--- config.mk ---
export PLATFORM = sky130hd
export DESIGN_NAME = pc_sequencer
export DESIGN_NICKNAME = d
export VERILOG_FILES = /design/src/rtl/otter_pc_pkg.sv /design/src/rtl/pc_history_buf.sv /design/src/rtl/pc_sequencer.sv
export SDC_FILE = /design/constraint.sdc
export NUM_CORES = 1
export LEC_CHECK = 0
export BUFFER_PORTS_ARGS = -buffer_cell sky130_fd_sc_hd__buf_2
export CAP_MARGIN = 20
export CORE_AREA = 2 2 118 120
export CTS_CLUSTER_DIAMETER = 50
export CTS_CLUSTER_SIZE = 25
export DETAILED_ROUTE_END_ITERATION = 7
export DIE_AREA = 0 0 120 122
export PLACE_DENSITY = 0.79
export SLEW_MARGIN = 20
export SYNTH_ARGS = -nofsm -noshare
export SYNTH_HDL_FRONTEND = slang
export SYNTH_SLANG_ARGS = --single-unit
export TNS_END_PERCENT = 10
--- constraint.sdc ---
create_clock -name CLK -period 3.2 [get_ports CLK]
set_input_delay 0.64 -clock CLK [delete_from_list [all_inputs] [get_ports CLK]]
set_output_delay 0.64 -clock CLK [all_outputs]
set_load 0.01 [all_outputs]
--- src/rtl/otter_pc_pkg.sv ---
// Shared types and constants for the OTTER program-counter unit.
package otter_pc_pkg;

    typedef enum logic [2:0] {
        PC_NEXT   = 3'd0,
        PC_JALR   = 3'd1,
        PC_BRANCH = 3'd2,
        PC_JUMP   = 3'd3,
        PC_MTVEC  = 3'd4,
        PC_MEPC   = 3'd5
    } pc_sel_t;

    localparam int unsigned PC_INC = 4;

endpackage

--- src/rtl/pc_history_buf.sv ---
// Circular buffer of pre-load PCs for non-sequential fetches; index 0 reads the newest entry.
module pc_history_buf #(
    parameter int unsigned ADDR_W = 32,
    parameter int unsigned DEPTH  = 4,
    localparam int unsigned IW    = $clog2(DEPTH)
) (
    input  logic              clk_i,
    input  logic              rst_i,
    input  logic              push_i,
    input  logic [ADDR_W-1:0] pc_i,
    input  logic [IW-1:0]     idx_i,
    output logic [ADDR_W-1:0] pc_o
);

    logic [ADDR_W-1:0] mem_q [DEPTH];
    logic [IW-1:0]     wr_ptr_q;
    logic [IW:0]       count_q;
    logic [IW-1:0]     rd_ptr;

    always_ff @(posedge clk_i) begin
        if (rst_i) begin
            for (int unsigned i = 0; i < DEPTH; i++) begin
                mem_q[i] <= '0;
            end
            wr_ptr_q <= '0;
            count_q  <= '0;
        end else if (push_i) begin
            mem_q[wr_ptr_q] <= pc_i;
            wr_ptr_q        <= wr_ptr_q + IW'(1);
            if (count_q != (IW+1)'(DEPTH)) begin
                count_q <= count_q + (IW+1)'(1);
            end
        end
    end

    // wr_ptr_q points at the next free slot, so the newest entry is one behind it.
    always_comb begin
        rd_ptr = wr_ptr_q - IW'(1) - idx_i;
        pc_o   = ({1'b0, idx_i} < count_q) ? mem_q[rd_ptr] : '0;
    end

endmodule

--- src/rtl/pc_sequencer.sv ---
// OTTER fetch-stage PC unit: next-PC select, latched interrupt vectoring, EPC capture.
// Optional PC history buffer is built when PC_HISTORY_EN is defined.
module pc_sequencer
    import otter_pc_pkg::*;
#(
    parameter int unsigned        ADDR_W     = 32,
    parameter logic [ADDR_W-1:0]  RESET_VEC  = '0,
    parameter int unsigned        HIST_DEPTH = 4
) (
    input  logic                          CLK,
    input  logic                          RST,
    input  logic                          PC_WE,
    input  logic [2:0]                    PC_SEL,
    input  logic [ADDR_W-1:0]             JALR,
    input  logic [ADDR_W-1:0]             BRANCH,
    input  logic [ADDR_W-1:0]             JUMP,
    input  logic [ADDR_W-1:0]             MTVEC,
    input  logic [ADDR_W-1:0]             MEPC,
    input  logic                          INTR,
    input  logic                          INTR_EN,
    output logic [ADDR_W-1:0]             PC,
    output logic [ADDR_W-1:0]             PC_PLUS4,
    output logic                          INTR_TAKEN,
    output logic [ADDR_W-1:0]             EPC,
    output logic                          MISALIGN,
    input  logic [$clog2(HIST_DEPTH)-1:0] HIST_IDX,
    output logic [ADDR_W-1:0]             HIST_PC
);

    logic [ADDR_W-1:0] pc_q, pc_d, epc_q, epc_d;
    logic              pend_q, pend_d, taken_q, taken_d, mis_q, mis_d;
    logic [ADDR_W-1:0] pc_plus4, sel_target, load_target;
    logic              set_cond, take, nonseq;

    always_comb begin
        pc_plus4 = pc_q + ADDR_W'(PC_INC);
        nonseq   = 1'b1;
        case (pc_sel_t'(PC_SEL))
            PC_JALR:   sel_target = {JALR[ADDR_W-1:1], 1'b0};
            PC_BRANCH: sel_target = BRANCH;
            PC_JUMP:   sel_target = JUMP;
            PC_MTVEC:  sel_target = MTVEC;
            PC_MEPC:   sel_target = MEPC;
            default: begin
                sel_target = pc_plus4;
                nonseq     = 1'b0;
            end
        endcase

        // A pending or freshly raised interrupt wins over whatever PC_SEL asks for.
        set_cond    = INTR & INTR_EN;
        take        = PC_WE & (pend_q | set_cond);
        load_target = take ? MTVEC : sel_target;

        pc_d    = pc_q;
        epc_d   = epc_q;
        pend_d  = pend_q | set_cond;
        taken_d = 1'b0;
        mis_d   = 1'b0;
        if (PC_WE) begin
            pc_d  = {load_target[ADDR_W-1:2], 2'b00};
            mis_d = load_target[1];
            if (take) begin
                epc_d   = {sel_target[ADDR_W-1:2], 2'b00};
                taken_d = 1'b1;
                pend_d  = 1'b0;
            end
        end
    end

    always_ff @(posedge CLK) begin
        if (RST) begin
            pc_q    <= RESET_VEC;
            epc_q   <= '0;
            pend_q  <= 1'b0;
            taken_q <= 1'b0;
            mis_q   <= 1'b0;
        end else begin
            pc_q    <= pc_d;
            epc_q   <= epc_d;
            pend_q  <= pend_d;
            taken_q <= taken_d;
            mis_q   <= mis_d;
        end
    end

    assign PC         = pc_q;
    assign PC_PLUS4   = pc_plus4;
    assign EPC        = epc_q;
    assign INTR_TAKEN = taken_q;
    assign MISALIGN   = mis_q;

`ifdef PC_HISTORY_EN
    logic unused_lsb;
    assign unused_lsb = load_target[0] ^ JALR[0];

    pc_history_buf #(
        .ADDR_W (ADDR_W),
        .DEPTH  (HIST_DEPTH)
    ) u_hist (
        .clk_i  (CLK),
        .rst_i  (RST),
        .push_i (PC_WE & (take | nonseq)),
        .pc_i   (pc_q),
        .idx_i  (HIST_IDX),
        .pc_o   (HIST_PC)
    );
`else
    logic unused_lsb;
    assign unused_lsb = load_target[0] ^ JALR[0] ^ nonseq ^ (^HIST_IDX);
    assign HIST_PC    = '0;
`endif

endmodule
==> results.py <==
metrics = {
    "outcome": {
        "status": "finished, final reports clean",
    },
    "worst_setup_path": {
        "crit_type": "reg -> out",
        "end_kind": "primary output",
        "worstPathMaxFanout": 12,
        "cp.arrival_ps": 2510,
        "worst_ep_required_time_ps": 2560,
        "start_kind": "flop",
        "reg2reg_slack_ps": 700,
        "r2r_start": "PC[2]$_SDFFE_PP0P_",
        "cp-startpoint": "PC[2]$_SDFFE_PP0P_",
    },
    "floorplanning": {
        "dieArea_um2": 14640,
        "die-width_um": 120,
        "rows": 43,
        "coreArea_um2": 13500,
        "pin_count": 300,
        "start_util_pct": 39.66,
        "die_h_um": 122,
    },
    "synth": {
        "yosysTopAreaCellShare_pct": 23.55,
        "yosys_warnings": 0,
        "yosys.area.top_type": "dfxtp_1",
        "synth_area_leaders": "dfxtp_1 (24%), a21oi_1 (5.4%), buf_4 (5.3%)",
        "yosysSeqAreaShare_pct": 23.55,
        "synth_flop_cell": "dfxtp_1",
        "syn_area_um2": 5356,
        "synth_cells": 712,
        "synthArstFlopShare_pct": 0,
        "synth_cell_types": 70,
        "synth_edf_count": 0,
        "ys_seq_elements": 63,
        "avgSynthCellArea_um2": 7.523,
    },
    "layout": {
        "diodes": 0,
        "syn2layout_area_growth_pct": 32.12,
        "multiInputGateArea_um2": 3628,
        "nNetsFinal": 1120,
        "final_layout_size_suffix_gt1_share_pct": 37.00,
        "final_cells": 1134,
        "seq_area_um2": 1269,
        "fillers": 1370,
    },
    "timing": {
        "fin_setup_tns_ps": 0,
        "finalWorstSetupSlack_ps": 51.25,
        "tightest_slew_ps": 650.3,
        "fmax_mhz": 317.6,
        "rsz0062_at_grt": "true",
        "period_share_pct": 98.40,
        "finalHoldViolCount": 0,
        "slew_violations": 0,
        "relSlewSlack_pct": 56.10,
        "finalSetupViolCount": 0,
        "holdWs_ps": 446.9,
        "post-route-min-period_ps": 3149,
        "finalClockSkew_ps": 6.805,
    },
    "clocking": {
        "clkTransAtPathRegs_ps": 50,
        "cts_buffers": 9,
        "clk_path_buf_depth": 2,
        "root_buffer": "clkbuf_16",
        "insertion_delay_ps": 330,
        "cts.sinks": 63,
        "ctsHtreeMaxLevel": 3,
        "holdBufCountCts": 0,
        "cts_tree": "built",
        "postCtsSetupBuffers": 0,
    },
    "grt": {
        "grt_pass1_vias": 6099,
        "grt_overflow": 0,
        "grt_pass1_wl_um": 33820,
        "antenna_found_initial": 0,
        "grtUsageTotal_pct": 30.10,
        "grt_max_degree": 53,
    },
    "place": {
        "dpl_worst_slack_ps": 274.4,
        "placedCellCount": 1118,
        "gp_congestion": 0.9688,
        "dp_hpwl_um": 17650,
        "portBuffers": 254,
    },
    "power_and_ir_drop": {
        "p_seq_share_pct": 33.7,
        "pwr-share-comb_pct": 30.6,
        "peakVddDrop_mv": 0.3438,
        "p_sw_uw": 897.7,
        "sw_frac_of_total_pct": 33.21,
        "power_frac_clock_pct": 35.7,
        "power.density_nw_per_um2": 382.0,
        "p_leak_uw": 0.003230,
        "p_int_uw": 1805,
    },
    "routing": {
        "vias_per_cell": 5.964,
        "finalWirelength_um": 22760,
        "drtIter0Drc": 645,
        "dr.pass1.iters": 7,
        "vias": 6763,
        "final_antenna_net_count": 0,
        "drcViolationCount": 0,
        "wl_per_cell_um": 20.07,
    },
    "flow_run": {
        "max_cap_viol_count": 0,
    },
    "worst_hold_path": {
        "min_path_type": "reg -> reg",
        "min_from": "EPC[31]$_SDFFE_PP0P_",
    },
}
what timing repair did:
item                       in CTS  in global routing
gates resized for setup         3                  8
pin swaps                       0                  1
cloned                          0                  0
setup endpoints to repair       6                  7
routing by layer:
| metal | up-vias | global-route usage [%] | share of wire (%) |
|---|---|---|---|
| met4 | 0 | 11.99 | 3.6 |
| li1 | 3116 | - | - |
| met2 | 427 | 52.41 | 49 |
| met1 | 3170 | 36.74 | 38 |
| met3 | 50 | 5.431 | 9.2 |
| met5 | - | 0 | 0 |
area by class of cell:
class / count / share of cell area, %
clock inverters: 4 / 0.6365
repair buffers: 290 / 22.01
well taps: 180 / 3.182
inverters: 28 / 1.485
clock buffers: 12 / 3.483
multi-input cells: 557 / 51.27
flip-flops and latches: 63 / 17.93
through the flow:
step / instance area (um^2) / utilization [%] / total power, uW
finish: 7077 / 52.40 / 2703
global route: 7077 / 52.40 / 2832
CTS: 7053 / 52.23 / 2710
detailed placement: 6748 / 49.97 / 1734
global placement: 6748 / 49.97 / 1724
floorplan: 5495 / - / 1406
state kept, by name (all words and copies together) (netlist names):
register,count
INTR_TAKEN,1
pend_q,1
EPC,30
MISALIGN,1
PC,30
worst max-delay path: stages (launching register included):
cell     delay [ps]
dfxtp_1         370
ha_4            170
nand4_2         150
or4_4           570
buf_6           170
o31a_1          310
or2_2           290
buf_2           140
worst paths after layout:
check | to | cells past startpoint
worst max-delay path | PC_PLUS4[26] | 7
worst min-delay path | EPC[31]$_SDFFE_PP0P_ | 2
worst max register to register | EPC[28]$_SDFFE_PP0P_ | 7
worst min register to register | EPC[31]$_SDFFE_PP0P_ | 2
synthesized netlist by cell type, drive strengths merged (9+ instances only):
cell type / count
a221oi: 9
clkbuf: 48
inv: 27
mux2: 9
a21oi: 58
a22oi: 14
o22ai: 15
dfxtp: 63
o21ai: 23
buf: 53
nand2: 59
nand4: 13
o311ai: 11
or3b: 13
a32oi: 22
nor2: 45
a211oi: 22
nor2b: 9
xnor2: 10
nand3: 19
nand2b: 13
mux2i: 19
nor3: 11
logic make-up after synthesis:
kind of cell | after synthesis | share of synthesized area, %
compound gates | 244 | 32.63
xor+xnor | 15 | 2.453
fa+ha+maj | 1 | 0.2336
buf+inv | 129 | 11.87
flops | 63 | 23.55
mux | 29 | 5.863
other cells | 1 | 0.07001
simple gates | 230 | 23.34
cells in the final DEF, fill, tap and decap left out, drive strengths merged, types with 7 or more instances in the layout:
cell / Yosys / routed
a211oi: 22 / 22
a21oi: 58 / 58
a221oi: 9 / 9
a22oi: 14 / 14
a311oi: 8 / 8
a32oi: 22 / 22
buf: 53 / 290
clkbuf: 48 / 12
conb: 1 / 38
dfxtp: 63 / 63
inv: 27 / 27
mux2: 9 / 9
mux2i: 19 / 19
nand2: 59 / 59
nand2b: 13 / 13
nand3: 19 / 19
nand4: 13 / 13
nor2: 45 / 45
nor2b: 9 / 9
nor3: 11 / 11
nor4: 8 / 8
o211ai: 7 / 7
o21ai: 23 / 23
o22ai: 15 / 15
o311ai: 11 / 11
or3: 8 / 8
or3b: 13 / 13
or4: 8 / 8
xnor2: 10 / 10
power groups by stage:
| stage | Sequential (uW) | Combinational (uW) | Clock (uW) |
|---|---|---|---|
| 2_1_floorplan | 933 | 473 | 0 |
| 3_3_place_gp | 921 | 803 | 0 |
| 3_5_place_dp | 923 | 812 | 0 |
| 4_1_cts | 908 | 818 | 984 |
| 5_1_grt | 918 | 891 | 1020 |
| 6_report | 911 | 826 | 965 |
No activity file was read; power rests on OpenSTA's default activity.
